[config.mk]
export PLATFORM = sky130hd
export DESIGN_NAME = nand_flash_clk_rst_seq
export DESIGN_NICKNAME = d
export VERILOG_FILES = /design/src/rtl/nand_flash_clk_rst_seq_pkg.sv /design/src/rtl/nand_flash_lock_sync.sv /design/src/rtl/nand_flash_clk_rst_seq.sv
export SDC_FILE = /design/constraint.sdc
export NUM_CORES = 1
export LEC_CHECK = 0
export CORE_AREA = 5 5 75 77
export DETAILED_ROUTE_END_ITERATION = 12
export DIE_AREA = 0 0 80 82
export SLEW_MARGIN = 10
export SYNTH_ARGS = -nofsm -noshare
export SYNTH_HDL_FRONTEND = slang
export SYNTH_HIERARCHICAL = 1
export SYNTH_SLANG_ARGS = --single-unit
[constraint.sdc]
create_clock -name CLK -period 2.2 [get_ports CLK]
set_input_delay 0.22 -clock CLK [delete_from_list [all_inputs] [get_ports CLK]]
set_output_delay 0.22 -clock CLK [all_outputs]
set_load 0.02 [all_outputs]
[src/rtl/nand_flash_clk_rst_seq_pkg.sv]
// Shared definitions for the fabric clock/reset sequencer.
//   seq_state_e  : sequencer state encoding, also driven out on SEQ_STATE
//   SEQ_STATE_W  : width of the debug state output
//   LOSS_CNT_W   : width of the saturating lock-loss counter
//   sat_inc      : saturating increment used for the lock-loss counter
package nand_flash_clk_pkg;

  localparam int SEQ_STATE_W = 3;
  localparam int LOSS_CNT_W  = 8;

  typedef enum logic [SEQ_STATE_W-1:0] {
    WAIT_LOCK = 3'd0,
    STABLE    = 3'd1,
    RELEASE   = 3'd2,
    RUN       = 3'd3,
    FLUSH     = 3'd4
  } seq_state_e;

  // Holds at all ones instead of wrapping.
  function automatic logic [LOSS_CNT_W-1:0] sat_inc(input logic [LOSS_CNT_W-1:0] v);
    return (&v) ? v : v + LOSS_CNT_W'(1);
  endfunction

endpackage

[src/rtl/nand_flash_lock_sync.sv]
// Generic two-flop level synchronizer with synchronous reset to 0.
//   clk   : destination clock
//   reset : synchronous, active-high; clears both flops
//   d     : asynchronous level input
//   q     : synchronized level, two clk cycles after d
module nand_flash_lock_sync (
  input  logic clk,
  input  logic reset,
  input  logic d,
  output logic q
);

  logic meta;

  always_ff @(posedge clk) begin
    if (reset) begin
      meta <= 1'b0;
      q    <= 1'b0;
    end else begin
      meta <= d;
      q    <= meta;
    end
  end

endmodule

[src/rtl/nand_flash_clk_rst_seq.sv]
// Clock/reset sequencer for the fabric clock domain. Waits for CCC lock and
// system init, requires lock to stay up for LOCK_STABLE_CYCLES, then releases
// the stage resets one at a time (bit 0 = PHY/IO, then controller core, then
// host interface) with STAGE_GAP_CYCLES between releases. Lock loss or a soft
// reset request re-asserts every reset and re-sequences.
//   CLK           : fabric clock
//   RESET         : synchronous, active-high; highest priority
//   CCC_LOCK      : CCC lock, asynchronous, synchronized internally
//   INIT_DONE     : system init complete, synchronous level
//   SOFT_RST_REQ  : one-cycle pulse requesting a full re-sequence; no
//                   handshake, the pulse is acted on in the cycle it is seen
//                   (STABLE/RELEASE/RUN) and dropped in any other state
//   RST_OUT       : active-high stage resets, registered
//   ALL_READY     : registered, high while in RUN
//   SEQ_STATE     : current state (seq_state_e), for debug
//   TIMEOUT_ERR   : sticky lock-timeout flag, cleared only by RESET
//   LOCK_LOSS_CNT : saturating count of lock losses during RELEASE/RUN
module nand_flash_clk_rst_seq
  import nand_flash_clk_pkg::*;
#(
  parameter int NUM_STAGES          = 3,
  parameter int LOCK_STABLE_CYCLES  = 1024,
  parameter int STAGE_GAP_CYCLES    = 64,
  parameter int LOCK_TIMEOUT_CYCLES = 65535,
  parameter int CNT_W               = 16
) (
  input  logic                   CLK,
  input  logic                   RESET,
  input  logic                   CCC_LOCK,
  input  logic                   INIT_DONE,
  input  logic                   SOFT_RST_REQ,
  output logic [NUM_STAGES-1:0]  RST_OUT,
  output logic                   ALL_READY,
  output logic [SEQ_STATE_W-1:0] SEQ_STATE,
  output logic                   TIMEOUT_ERR,
  output logic [LOSS_CNT_W-1:0]  LOCK_LOSS_CNT
);

  localparam int IDX_W = (NUM_STAGES > 1) ? $clog2(NUM_STAGES) : 1;

  localparam logic [CNT_W-1:0] STABLE_LAST  = CNT_W'(LOCK_STABLE_CYCLES - 1);
  localparam logic [CNT_W-1:0] GAP_LAST     = CNT_W'(STAGE_GAP_CYCLES - 1);
  localparam logic [CNT_W-1:0] TIMEOUT_LAST = CNT_W'(LOCK_TIMEOUT_CYCLES - 1);
  localparam logic [IDX_W-1:0] IDX_LAST     = IDX_W'(NUM_STAGES - 1);

  logic lock_s;
  logic lock_ok;

  seq_state_e              state_q, state_d;
  logic [CNT_W-1:0]        cnt_q, cnt_d;
  logic [IDX_W-1:0]        idx_q, idx_d;
  logic [NUM_STAGES-1:0]   rst_q, rst_d;
  logic                    ready_q, ready_d;
  logic                    err_q, err_d;
  logic [LOSS_CNT_W-1:0]   loss_q, loss_d;

  nand_flash_lock_sync u_lock_sync (
    .clk   (CLK),
    .reset (RESET),
    .d     (CCC_LOCK),
    .q     (lock_s)
  );

  assign lock_ok = lock_s & INIT_DONE;

  // State register (all sequencer state, including the registered outputs).
  always_ff @(posedge CLK) begin
    if (RESET) begin
      state_q <= WAIT_LOCK;
      cnt_q   <= '0;
      idx_q   <= '0;
      rst_q   <= '1;
      ready_q <= 1'b0;
      err_q   <= 1'b0;
      loss_q  <= '0;
    end else begin
      state_q <= state_d;
      cnt_q   <= cnt_d;
      idx_q   <= idx_d;
      rst_q   <= rst_d;
      ready_q <= ready_d;
      err_q   <= err_d;
      loss_q  <= loss_d;
    end
  end

  // Next-state logic.
  always_comb begin
    state_d = state_q;
    cnt_d   = cnt_q;
    idx_d   = idx_q;
    err_d   = err_q;
    loss_d  = loss_q;
    case (state_q)
      WAIT_LOCK: begin
        // The counter parks at the timeout value so the flag stays meaningful
        // while lock remains absent.
        if (cnt_q == TIMEOUT_LAST) err_d = 1'b1;
        else                       cnt_d = cnt_q + CNT_W'(1);
        if (lock_ok) begin
          state_d = STABLE;
          cnt_d   = '0;
        end
      end
      STABLE: begin
        // A drop here is a debounce failure, not a lock loss.
        if (!lock_ok) begin
          state_d = WAIT_LOCK;
          cnt_d   = '0;
        end else if (SOFT_RST_REQ) begin
          state_d = FLUSH;
          cnt_d   = '0;
        end else if (cnt_q == STABLE_LAST) begin
          state_d = RELEASE;
          idx_d   = '0;
          cnt_d   = '0;
        end else begin
          cnt_d = cnt_q + CNT_W'(1);
        end
      end
      RELEASE: begin
        if (!lock_s) begin
          state_d = FLUSH;
          cnt_d   = '0;
          loss_d  = sat_inc(loss_q);
        end else if (SOFT_RST_REQ) begin
          state_d = FLUSH;
          cnt_d   = '0;
        end else if (cnt_q == GAP_LAST) begin
          cnt_d = '0;
          if (idx_q == IDX_LAST) state_d = RUN;
          else                   idx_d   = idx_q + IDX_W'(1);
        end else begin
          cnt_d = cnt_q + CNT_W'(1);
        end
      end
      RUN: begin
        if (!lock_s) begin
          state_d = FLUSH;
          cnt_d   = '0;
          loss_d  = sat_inc(loss_q);
        end else if (SOFT_RST_REQ) begin
          state_d = FLUSH;
          cnt_d   = '0;
        end
      end
      FLUSH: begin
        if (cnt_q == GAP_LAST) begin
          state_d = WAIT_LOCK;
          cnt_d   = '0;
        end else begin
          cnt_d = cnt_q + CNT_W'(1);
        end
      end
      default: begin
        state_d = WAIT_LOCK;
        cnt_d   = '0;
      end
    endcase
  end

  // Output logic: computed from the next state so the outputs are registered
  // on the same edge as the transition that changes them.
  always_comb begin
    rst_d   = '1;
    ready_d = 1'b0;
    case (state_d)
      RELEASE: begin
        // Bits only ever clear in RELEASE; idx_d names the bit released now.
        for (int k = 0; k < NUM_STAGES; k++) begin
          rst_d[k] = rst_q[k] & (idx_d != IDX_W'(k));
        end
      end
      RUN: begin
        rst_d   = '0;
        ready_d = 1'b1;
      end
      default: begin
        rst_d   = '1;
        ready_d = 1'b0;
      end
    endcase
  end

  assign RST_OUT       = rst_q;
  assign ALL_READY     = ready_q;
  assign SEQ_STATE     = state_q;
  assign TIMEOUT_ERR   = err_q;
  assign LOCK_LOSS_CNT = loss_q;

endmodule
==> metrics.md, run 1 <==
| Metric | Value |
|---|---|
| Initial standard-cell utilization of the core | 0.3851 |
| Syn Std Cell Area | 0.001904 mm2 |
| Overall power of the completed layout | about 1.3 mW |
| Die Span Y | between 80 and 90 um |
| TritonRoute pass-1 iters | 4 |
| Number of distinct library cells after synthesis | between 40 and 50 |
| CTS clock-pin slew for the worst setup and hold paths | 0.08 ns |
| Arrival time reported for the critical path endpoint | between 2 and 2.5 ns |
| Synthesized Nets | about 240 |
| Synth warnings | 6 |
| N_diodes | 0 |
| Required time of the critical path | 2.38 ns |
| Static power due to leakage | around 0.89 nW |
| Number of storage elements in the synthesis netlist | 36 |
| Slew Viols, Final | 0 |
| Total via count in the routed design | around 1800 |
| Filler cell count | 491 |
| Worst slew slack as a fraction of its limit | 0.6911 |
| Cells traversed along the worst timing path | or4_4, nor4_2, a211oi_1, buf_4, o31ai_4, buf_4, buf_4, nor3b_1 |
| Layout Cells excl Fill | roughly 350 |
| Endpoint of the lowest-slack register-to-register path | cnt_q[4] |
| Critical setup path kind | reg -> reg |
| Biggest cell delay along the critical path | roughly 0.53 ns |
| Cell with the most instances after synthesis | sky130_fd_sc_hd__dfxtp_1 |
| Instance count on the critical path | 8 |
| Via density | 5.098 |
| Wire length of the first global-routing pass | ~7700 um |
| Cell taking the most area after synthesis | sky130_fd_sc_hd__dfxtp_1 |
| Number of nets in the layout | 287 |
| Routed len/inst | between 10 and 15 um |
| Share of synthesized flip-flops with an asynchronous set or reset | 0 |
| Slack of the worst reg-to-reg path | 0.12 ns |
| Core occupancy in the finished layout | 0.5046 |
| Type of origin of the critical path | flip-flop |
| Cell with the most instances on the worst path | sky130_fd_sc_hd__buf_4 |
| # placed instances | about 340 |
| Final hold violations | 0 |
| Cell chosen for the clock root | sky130_fd_sc_hd__clkbuf_8 |
| Mapped Cells | 228 |
| Pre-CTS WS | -0.09931 ns |
| Horizontal die dimension | around 80 um |
| Count of nets left with antenna violations after detail routing | 0 |
| DRC marker count from the first detailed-route iteration | roughly 110 |
| Clock latency on the worst-skew pair | between 0.2 and 0.3 ns |
| Minimum setup slack in the final design | about 0.12 ns |
| Least-Margin Pin Slew | approximately 0.46 ns |
| Main area contributors after synthesis | sky130_fd_sc_hd__dfxtp_1, sky130_fd_sc_hd__nand2_1, sky130_fd_sc_hd__nor2_1, sky130_fd_sc_hd__a21oi_1, sky130_fd_sc_hd__xnor2_1 |
| Worst setup path startpoint | cnt_q[12] |
| Max stage delay cell, worst path | sky130_fd_sc_hd__or4_4 |
| Top cell types by occurrence after synthesis | sky130_fd_sc_hd__dfxtp_1, sky130_fd_sc_hd__nand2_1, sky130_fd_sc_hd__nor2_1 |
| Highest Clock Rate | just under 0.5 GHz |
| Type of the tightest min-delay check | reg -> reg |
| Pin count of the biggest net entering global routing | 14 |
| Die area | roughly 0.0066 mm2 |
| Global route overflow | 0 |
| Placer Congestion | 0.8390 |
| Worst setup path endpoint | cnt_q[4] |
| Remaining DRCs | 0 |
| Total CTS buffers | 5 |
| Share of the synthesized area in the top cell type | 0.3784 |
| Count of clock tree sinks | 36 |
| # Max-Cap Violations | 0 |
| Dominant register cell in the synthesized netlist | sky130_fd_sc_hd__dfxtp_1 |
| Combined buffer and inverter count along the critical path | 3 |
| Final critical-path share of the clock period | 0.9453 |
| DP Wirelength | 3329 um |
| Core Footprint | between 0.004 and 0.005 mm2 |
| R2R Path Start | cnt_q[12] |
| TritonCTS clock tree | built |
| Number of synthesized flops with an enable pin | 0 |
| Result of the run | completed |
| Share of layout cells above drive strength 1 | 0.1619 |
| Number of cells traversed by the worst register-to-register path | 8 |
| Dominant delay contributor by cell family on the critical path | simple AND/OR/NAND/NOR gates |
| Sort of element at the end of the critical path | flip-flop |
| Count of pins on the block boundary | 21 |
| Final clock skew | between 0.01 and 0.015 ns |
| Synth Area per Inst | roughly 8.4 um2 |
| Aggregate global-route resource usage | 0.1492 |
| Post-layout min period | ~2.1 ns |
| Count of H-tree levels built during CTS | 2 |
| Hold-fix buffer count after cts | 0 |
| Worst ir drop on vdd | 0.0003249 V |
| Final wirelength | 4415 um |
| Cell Pwr Density | around 530 mW/mm2 |
| Sequential fraction of the synthesis area | 0.3784 |
| Number of global-route vias before repair | ~1700 |
| Highest fanout seen on the critical path | 5 |
| Relative area change from synthesis to final layout | 31.01% |
| Port buffer count | 20 |
| Total of endpoints with negative setup slack in the final report | 0 |
| Number of buffers between clock root and the deepest sink | 2 |
| Number of core rows | 26 |
| RSZ-0062 raised after global routing | false |
| Number of antenna violations at the first check in global routing | 0 |
==> through the flow <==
stage	area [um2]	hold WS (ns)	setup TNS, ns
2_1_floorplan	1904	0.2891	0
3_3_place_gp	2355	0.4222	-0.01270
3_5_place_dp	2355	0.4375	-0.2363
4_1_cts	2462	0.4560	0
5_1_grt	2495	0.4772	0
6_report	2495	0.4465	0
==> cell type report <==
class	instances	area, um2	share of cell area
multi-input combinational	175	1120	0.4488
sequential	36	720.7	0.2889
timing repair buffer	50	425.4	0.1705
tap	70	87.58	0.03511
clock buffer	6	72.57	0.02909
clock inverter	2	35.03	0.01404
inverter	9	33.78	0.01354
==> metal layers <==
metal	wire length (um)	GRT usage	share of wire
met5	0	0	0
met4	51	0.05068	0.012
met3	219	0.04496	0.050
met2	1899	0.2285	0.43
met1	2245	0.1991	0.51
==> power breakdown <==
| part | internal [mW] | switching, mW | total (mW) |
|---|---|---|---|
| combinational | 0.0354 | 0.0332 | 0.0687 |
| clock | 0.336 | 0.240 | 0.577 |
| sequential | 0.658 | 0.00641 | 0.665 |
| total | 1.03 | 0.280 | 1.31 |
==> worst min-delay path by stage <==
stage	start	to	slack [ns]	cells after the start
after floorplan	RESET	LOCK_LOSS_CNT[1]	0.29	1
after global placement	u_lock_sync/meta	u_lock_sync/q	0.42	1
after detailed placement	u_lock_sync/meta	u_lock_sync/q	0.44	1
after CTS	u_lock_sync/meta	u_lock_sync/q	0.46	1
after global routing	u_lock_sync/meta	u_lock_sync/q	0.48	1
final	u_lock_sync/meta	u_lock_sync/q	0.45	1
==> timing repair <==
action / 4_1_cts / 5_1_grt
setup endpoints to repair: 0 / 15
buffers inserted: 0 / 3
resized for setup: 0 / 4
==> logic make-up (layout without fill, tap and decap cells) <==
| family | count (synthesis) | count (layout) | share of synthesized area |
|---|---|---|---|
| DFF | 36 | 36 | 0.3784 |
| xor gates and xnor gates | 12 | 12 | 0.05519 |
| buffers and inverters | 17 | 67 | 0.03876 |
| AOI/OAI and AO/OA | 56 | 56 | 0.2024 |
| adders and majority gates | 5 | 5 | 0.03285 |
| and+or+nand+nor | 102 | 102 | 0.2924 |
==> sequential cells by signal (all words and copies together), names as in the netlist <==
signal	count
idx_q	2
ALL_READY	1
u_lock_sync/q	1
SEQ_STATE	3
cnt_q	16
RST_OUT	3
LOCK_LOSS_CNT	8
TIMEOUT_ERR	1
u_lock_sync/meta	1
==> layout by cell type, fill, tap and decap left out, drive strengths merged, types with 7 or more instances in the layout <==
cell type      synthesis  final
a21oi                 14     14
nand2                 19     19
xnor2                  8      8
dfxtp                 36     36
nor3                   7      7
nand4                  7      7
o21ai                 12     12
nor2b                  9      9
buf                    3     30
clkdlybuf4s50          0     20
nor2                  19     19
nand3                 12     12
inv                    9      9
(Power assumes the default switching activity.)
==> run 2: changes to the inputs <==
--- a/config.mk
+++ b/config.mk
@@ -8,6 +8,7 @@
 export CORE_AREA = 5 5 75 77
 export DETAILED_ROUTE_END_ITERATION = 12
 export DIE_AREA = 0 0 80 82
+export MAX_ROUTING_LAYER = met4
 export SLEW_MARGIN = 10
 export SYNTH_ARGS = -nofsm -noshare
 export SYNTH_HDL_FRONTEND = slang
==> metrics.md, run 2 (synthesized netlist as in run 1, its figures left out) <==
| Metric | Value |
|---|---|
| Total via count in the routed design | between 1500 and 2000 |
| Number of antenna violations at the first check in global routing | 0 |
| TritonCTS clock tree | built |
| Biggest cell delay along the critical path | approximately 0.53 ns |
| Cell chosen for the clock root | sky130_fd_sc_hd__clkbuf_8 |
| Largest register FFs | 16 |
| Initial standard-cell utilization of the core | 0.3851 |
| Clock latency on the worst-skew pair | 0.29 ns |
| Slew Viols, Final | 0 |
| Wire length of the first global-routing pass | just under 8000 um |
| Critical setup path kind | reg -> reg |
| Static power due to leakage | between 0.8 and 0.9 nW |
| Highest fanout seen on the critical path | 5 |
| Port buffer count | 20 |
| Most frequent cells in the layout | sky130_fd_sc_hd__dfxtp_1, sky130_fd_sc_hd__buf_4, sky130_fd_sc_hd__clkdlybuf4s50_1, sky130_fd_sc_hd__nand2_1, sky130_fd_sc_hd__nor2_1 |
| Final clock skew | 0.01077 ns |
| Final-layout worst hold slack | 0.4464 ns |
| Worst ir drop on vdd | about 0.00032 V |
| Number of nets in the layout | 287 |
| Number of buffers between clock root and the deepest sink | 2 |
| Result of the run | completed |
| Cells traversed along the worst timing path | or4_4, nor4_2, a211oi_1, buf_4, o31ai_4, buf_4, buf_4, nor3b_1 |
| DRC marker count from the first detailed-route iteration | around 140 |
| RSZ-0062 raised after global routing | false |
| Share of layout cells above drive strength 1 | 0.1619 |
| Count of clock tree sinks | 36 |
| Slack of the worst reg-to-reg path | roughly 0.12 ns |
| Post-layout min period | 2.081 ns |
| Global route overflow | 0 |
| Type of origin of the critical path | flip-flop |
| Die area | around 0.0066 mm2 |
| Aggregate global-route resource usage | 0.1527 |
| Worst slew slack as a fraction of its limit | 0.6937 |
| Total of endpoints with negative setup slack in the final report | 0 |
| # Max-Cap Violations | 0 |
| CTS clock-pin slew for the worst setup and hold paths | roughly 0.08 ns |
| Overall power of the completed layout | about 1.3 mW |
| Count of nets left with antenna violations after detail routing | 0 |
| Least-Margin Pin Slew | between 0.4 and 0.5 ns |
| Instance count on the critical path | 8 |
| Pin count of the biggest net entering global routing | 14 |
| Hold Crit Depth | 1 |
| Dominant delay contributor by cell family on the critical path | simple AND/OR/NAND/NOR gates |
| Most frequent standard cell in the layout excluding fill and tap cells | sky130_fd_sc_hd__dfxtp_1 |
| Via density | ~5.1 |
| Highest Clock Rate | 0.4804 GHz |
| Cell Pwr Density | 523.4 mW/mm2 |
| Core occupancy in the finished layout | 0.5046 |
| Sort of element at the end of the critical path | flip-flop |
| Combined buffer and inverter count along the critical path | 3 |
| Arrival time reported for the critical path endpoint | about 2.3 ns |
| Relative area change from synthesis to final layout | 31.01% |
| Number of global-route vias before repair | about 1700 |
| DP Wirelength | 3329 um |
| Number of core rows | 26 |
| TritonRoute pass-1 iters | 4 |
| Largest reg by FF count | cnt_q |
| Routed len/inst | 12.66 um |
| Final critical-path share of the clock period | 0.9461 |
| Cell with the most instances on the worst path | sky130_fd_sc_hd__buf_4 |
| Remaining DRCs | 0 |
| Count of H-tree levels built during CTS | 2 |
| Required time of the critical path | between 2 and 2.5 ns |
| Final wirelength | 4405 um |
| Horizontal die dimension | approximately 80 um |
| Max stage delay cell, worst path | sky130_fd_sc_hd__or4_4 |
| Number of cells traversed by the worst register-to-register path | 8 |
| Total CTS buffers | 5 |
| Filler cell count | 491 |
| Placer Congestion | around 0.85 |
| N_diodes | 0 |
| Count of pins on the block boundary | 21 |
| Total negative slack for setup checks | 0 ns |
| Final hold violations | 0 |
| Type of the tightest min-delay check | reg -> reg |
| Core Footprint | just under 0.005 mm2 |
| Die Span Y | approximately 82 um |
==> run 2: cell counts in the layout (fill, tap and decap cells not counted) <==
No cell type changed its count.
==> run 2: worst paths after layout <==
kind,to,startpoint
setup / recovery,cnt_q[4],cnt_q[12]
hold / removal,u_lock_sync/q,u_lock_sync/meta
setup reg to reg,cnt_q[4],cnt_q[12]
hold reg to reg,u_lock_sync/q,u_lock_sync/meta
==> run 2: final cells by class <==
type | instances | area, um2 | share of cell area
well taps | 70 | 87.58 | 0.03511
clock inverters | 2 | 35.03 | 0.01404
inverters | 9 | 33.78 | 0.01354
clock buffers | 6 | 72.57 | 0.02909
repair buffers | 50 | 425.4 | 0.1705
multi-input cells | 175 | 1120 | 0.4488
flip-flops and latches | 36 | 720.7 | 0.2889
==> run 2: metal layers <==
metal	wire length, um	part of all wire	global-route usage	vias to the layer above
met3	208	0.047	0.04167	5
li1	-	-	-	926
met5	0	0	-	-
met2	1910	0.43	0.2285	26
met1	2237	0.51	0.1991	822
met4	49	0.011	0.05068	0
==> run 2: what timing repair did <==
action,CTS,global route
gates resized for setup,0,4
setup endpoints to repair,0,15
setup buffers,0,3
hold buffers,0,0
==> run 2: stage by stage <==
stage / area, um2 / setup slack, ns / cells
floorplan: 1904 / 0.1873 / 228
global placement: 2355 / -0.01270 / 337
detailed placement: 2355 / -0.09931 / 337
CTS: 2462 / 0.04058 / 345
global route: 2495 / 0.01271 / 348
finish: 2495 / 0.1185 / 348
==> run 2: power by group <==
part / total (mW) / switching [mW] / leakage [nW] / internal [mW]
clock: 0.572 / 0.236 / 0.0552 / 0.336
sequential: 0.665 / 0.00652 / 0.291 / 0.658
combinational: 0.0686 / 0.0332 / 0.546 / 0.0354
==> run 2: worst register-to-register path, delay by kind of cell (launching register included) <==
kind                   cells  cell delay, ns
AOI/OAI and AO/OA          2            0.34
DFF                        1            0.34
and+or+nand+nor            3            0.85
buffers and inverters      3            0.46
